File: src/rtl/seq_mult4_ctrl.sv
// Shift-and-add N x N unsigned multiplier controller driving one shared external N-bit adder.
// Each RUN cycle adds M (or 0) to A via the adder and shifts {carry, sum, Q} right by one.
module seq_mult4_ctrl #(
   parameter int N = 4
) (
   input  logic           clk,
   input  logic           rst_n,
   input  logic           start,
   input  logic [N-1:0]   a,
   input  logic [N-1:0]   b,
   output logic [N-1:0]   add_x,
   output logic [N-1:0]   add_y,
   output logic           add_ci,
   input  logic [N-1:0]   add_s,
   input  logic           add_co,
   output logic           busy,
   output logic           done,
   output logic [2*N-1:0] p
);

   localparam int CW = $clog2(N) + 1;

   typedef enum logic [1:0] {
      S_IDLE,
      S_RUN,
      S_DONE
   } state_t;

   state_t        state;
   state_t        state_next;
   logic [N-1:0]  acc;
   logic [N-1:0]  q;
   logic [N-1:0]  m;
   logic [CW-1:0] cnt;
   logic          last_step;

   assign last_step = (cnt == CW'(N - 1));

   always_ff @(posedge clk or negedge rst_n) begin
      if (!rst_n) begin
         state <= S_IDLE;
      end else begin
         state <= state_next;
      end
   end

   always_comb begin
      state_next = state;
      case (state)
         S_IDLE:  if (start) state_next = S_RUN;
         S_RUN:   if (last_step) state_next = S_DONE;
         S_DONE:  state_next = S_IDLE;
         default: state_next = S_IDLE;
      endcase
   end

   always_comb begin
      busy   = (state == S_RUN);
      done   = (state == S_DONE);
      add_x  = acc;
      add_y  = q[0] ? m : '0;
      add_ci = 1'b0;
   end

   // The adder carry becomes the new MSB of A; the final step's shifted value is the product.
   always_ff @(posedge clk or negedge rst_n) begin
      if (!rst_n) begin
         acc <= '0;
         q   <= '0;
         m   <= '0;
         cnt <= '0;
         p   <= '0;
      end else begin
         case (state)
            S_IDLE: begin
               if (start) begin
                  m   <= a;
                  q   <= b;
                  acc <= '0;
                  cnt <= '0;
               end
            end
            S_RUN: begin
               {acc, q} <= {add_co, add_s, q[N-1:1]};
               cnt      <= cnt + CW'(1);
               if (last_step) begin
                  p <= {add_co, add_s, q[N-1:1]};
               end
            end
            default: ;
         endcase
      end
   end

endmodule

File: config.mk
export PLATFORM = sky130hd
export DESIGN_NAME = seq_mult4_ctrl
export DESIGN_NICKNAME = d
export VERILOG_FILES = /design/src/rtl/seq_mult4_ctrl.sv
export SDC_FILE = /design/constraint.sdc
export NUM_CORES = 1
export LEC_CHECK = 0
export CAP_MARGIN = 0
export CORE_AREA = 5 5 69 52
export DETAILED_ROUTE_END_ITERATION = 12
export DIE_AREA = 0 0 74 57
export PLACE_DENSITY = 0.73
export SYNTH_ARGS = -nofsm -noshare
export SYNTH_HDL_FRONTEND = slang
export SYNTH_SLANG_ARGS = --single-unit
File: constraint.sdc
create_clock -name clk -period 1.3 [get_ports clk]
set_clock_uncertainty 0.1 [all_clocks]
set_input_delay 0.13 -clock clk [delete_from_list [all_inputs] [get_ports clk]]
set_output_delay 0.13 -clock clk [all_outputs]
set_load 0.02 [all_outputs]
== After elaboration in Yosys (flattened, before gate mapping) ==
Cells that the tools add are included.

* Logic and storage cells: 28
* Register bits: 25
* Output and inout bits: 19
* Input bits: 16

* Muxes and demuxes: 10
* Add/sub/neg operators: 1
* Eq/ne operators: 5
* Reduce and logical (&&, ||, !) cells: 6

{| class="wikitable"
|+ Operators with widths
! kind !! count
|-
| 4-bit case mux with 2 select lines || 2
|-
| 4-bit two-way mux || 3
|-
| 2-bit AND reduction || 4
|-
| 3-bit case mux with 2 select lines || 1
|-
| 2-bit two-way mux || 2
|-
| 2-bit case mux with 2 select lines || 1
|-
| 3-bit by 1-bit adder with 3-bit output (second input constant) || 1
|-
| 3-bit by 2-bit == test with 1-bit output (second input constant) || 1
|-
| 3-bit two-way mux || 1
|-
| 2-bit by 1-bit == test with 1-bit output (second input constant) || 1
|-
| 2-bit == test (second input constant) || 1
|-
| 2-bit zero test || 1
|-
| 2-bit by 1-bit != test with 1-bit output (second input constant) || 1
|-
| 2-bit != test (second input constant) || 1
|-
| 2-bit nonzero test || 1
|}

== Depth between registers and ports, before layout ==
* Depth in word-level cells: 3
* Gate-level depth with buffers: 4
* Depth with buffers taken out: 4

== Least setup slack after synthesis ==
Ideal clock, no wire load.

* Path kind: register -> register
* Start: register cnt[0]
* End: register p[0]
* Arrival time: 1.217 ns
* Cell stages (with the launch flop): 5
* Path slack: -0.145 ns
* Required time: 1.072 ns
* Period minus slack after synthesis: 1.445 ns
* Buffers on the path: 0
* Library setup time: 0.128 ns
* Path through: dfrtp_1 > ha_1 > ha_1 > nand3b_4 > mux2_1

* Word-level cells in the longest chain between the ends: 2

{| class="wikitable"
|+ Ends and longest elaborated chain
! item !! line !! RTL
|-
| from (decl) || 34 || <nowiki>logic [CW-1:0] cnt;</nowiki>
|-
| from (signal assigned) || 85 || <nowiki>cnt <= cnt + CW'(1);</nowiki>
|-
| 3-bit by 2-bit == test with 1-bit output || 37 || <nowiki>assign last_step = (cnt == CW'(N - 1));</nowiki>
|-
| 2-bit AND reduction (no line) || -- ||
|-
| to (signal assigned) || 87 || <nowiki>p <= {add_co, add_s, q[N-1:1]};</nowiki>
|-
| to (decl) || 18 || <nowiki>output logic [2*N-1:0] p</nowiki>
|}

Every way passes these cells.
A chain may end at the register's enable or synchronous reset.

== Final worst setup path ==
* Start: register cnt[1]
* End: register p[4]

Same word-level chain as after synthesis.

==> out/metrics.cfg <==
[run_status]
outcome=finished, violations left
violations=setup timing

[timing]
slew_viol_final=0
fin_ws_ns=-0.170
final-setup-viol-count=21
min_period_over_period=1.13
fmax_mhz=680
rsz0062_at_grt=yes
whs_ns=0.103
hold_viol_final=0
finalCriticalPeriod_ns=1.47

[yosys]
synth.area.top_cells=dfrtp_1 55%, mux2_1 7.9%, mux2_2 5.0%
synth_area_sq_mm=0.00113
seq_area_frac_synth=0.552
synth_xor_area_frac=0
muxShareOfSynthArea=0.129
synthAdderAreaFrac=0.0221
synth_flop_cell=dfrtp_1
ys_top_cells_by_count=25 x dfrtp_1, 8 x inv_1, 8 x mux2_1
synth-compound-area-share=0.119
syn_inst=83
yosys_warnings=0
synth_fp_nets=101
synth-edff-count=0
synth_top_area_share=0.552
syn_avg_cell_area_sq_um=13.7
yosysUniqueCellTypes=21
synth_seq_cells=25
synthSimpleGateAreaFrac=0.110
async_reset_ff_frac=1.00
synth_area_leader_cell=dfrtp_1
synthMostInstantiatedCell=dfrtp_1
synth_top_family_by_area=multiplexers

[finish]
fillers=233
fin_area_sq_mm=0.00184
drive_gt1_frac=0.464
syn2layout_area_growth_pct=62.0
nets=157
diodes=0

[clock_tree]
clock_latency_ns=0.27
cts_hold_buf=0
numCtsBuffers=3
cts_tree=yes
clock_path_buffers=2
clock_sinks=25
cts_root_buf=clkbuf_8
clkTransAtPathRegs_ns=0.09
h-tree-depth=1

[place]
placed_area_sq_mm=0.00163
dp_hpwl_um=1920
post-place-ws_ns=-0.254
gp_congestion=0.770
io_buffers=33

[power_and_ir_drop]
ir_drop_mv=1.56
p_int_uw=2870
power.total_uw=4550
switching_share=0.370
comb_power_share=0.585
power_frac_clock=0.103
seqPwrFrac=0.312
p_sw_uw=1680
power.density_mw_per_mm2=2470
p_leak_uw=0.000909

[critical_path]
rr_worst_depth=4
critPathMaxFanout=5
cp.required_ns=1.35
worst_setup_path_start_kind=flip-flop
cp-end-kind=flip-flop
critPathKind=reg2reg
cp_data_arrival_time_ns=1.52

[floorplanning]
rows=17
io_pins=35
die_area_sq_mm=0.00422
start_util=0.383
dieHeight_um=57
fp.dieW_um=74
coreArea_sq_mm=0.00296

[routing]
viasPerCell=4.93
wirelength_um=2740
drt_iter0_drc=34
wl_per_cell_um=15.6
antenna_left=0
vias=868
firstDrtPassIters=4
drc=0

[global_routing]
grt_overflow=0
track_usage=0.140
grt_pass1_wl_um=4570
grt_start_max_net_pins=26
grt_pass1_vias=939
antenna_found_initial=0

[hold_path]
hold_path_class=in2async

[flow_run]
max_cap_viol_count=0

[routing by layer]
metal / vias to the layer above / GRT usage / wire length [um]
met3: 4 / 0.0458 / 120
met1: 438 / 0.184 / 1240
li1: 402 / - / -
met5: - / 0 / 0
met2: 24 / 0.227 / 1350
met4: 0 / 0.0310 / 25
[flip-flops by register name, summed over array words and instances, names as in the netlist]
signal / flops
q: 4
cnt: 3
add_x: 4
state: 2
p: 8
m: 4
[metrics by stage]
step | setup TNS (ns) | instances | utilization
after floorplan | -0.731 | 83 | -
after global placement | -2.91 | 164 | 0.550
after detailed placement | -3.80 | 164 | 0.550
after CTS | -1.73 | 174 | 0.601
after global routing | -2.84 | 176 | 0.621
final | -1.87 | 176 | 0.621
[cell type report]
| type | instances | area, sq um | share of cell area |
|---|---|---|---|
| clock buffers | 3 | 41.3 | 0.0225 |
| multi-input cells | 46 | 578 | 0.315 |
| inverters | 8 | 30.0 | 0.0163 |
| repair buffers | 55 | 507 | 0.276 |
| well taps | 38 | 47.5 | 0.0259 |
| clock inverters | 1 | 7.51 | 0.00409 |
| flip-flops and latches | 25 | 626 | 0.341 |
[placed cells by master (no fill, tap or decap), types with 2 or more instances in the layout]
cell type / synthesis / layout
a221oi_2: 3 / 4
a22o_1: 6 / 6
and2_1: 4 / 3
buf_2: 1 / 3
buf_4: 2 / 12
buf_6: 2 / 13
clkbuf_8: 0 / 3
clkdlybuf4s50_1: 0 / 15
dfrtp_1: 25 / 25
dlygate4sd2_1: 0 / 12
inv_1: 8 / 8
mux2_4: 0 / 12
nand3b_4: 1 / 2
nor2_1: 3 / 3
nor2b_4: 0 / 2
nor3b_2: 1 / 3
[logic make-up (layout without fill, tap and decap cells)]
group                    Yosys count  in the layout
other                              1              1
multiplexers                      13             13
adder cells (fa/ha/maj)            2              2
buffers and inverters             13             67
flip-flops                        25             25
AO/OA/AOI/OAI                     12             12
AND/OR/NAND/NOR                   17             18
[critical path, cell delays in order (launching register included)]
cell	delay, ns
dfrtp_1	0.41
ha_2	0.21
ha_4	0.18
nand3b_4	0.14
mux2_4	0.31
[repair_timing]
item	4_1_cts	5_1_grt
resized for setup	52	18
setup endpoints to repair	41	27
cloned	1	0
pin swaps	9	4
endpoints found under the hold margin	0	0
buffers inserted	6	2
[power groups by stage]
stage	logic [uW]	clock network (uW)	registers (uW)
after floorplan	1220	0	1600
after global placement	2340	0	1390
after detailed placement	2420	0	1420
after CTS	2520	484	1410
after global routing	2820	519	1470
final	2660	468	1420
[worst paths after layout]
kind | from | endpoint | slack (ns)
worst min-delay path | rst_n | m[3] | 0.10
min in group clk | add_s[0] | q[3] | 0.38
max in group asynchronous | rst_n | p[3] | 0.74
worst min register to register | add_x[0] | add_x[0] | 0.41
worst max register to register | cnt[1] | p[4] | -0.17
worst max-delay path | cnt[1] | p[4] | -0.17
No activity file was read; power rests on OpenSTA's default activity.
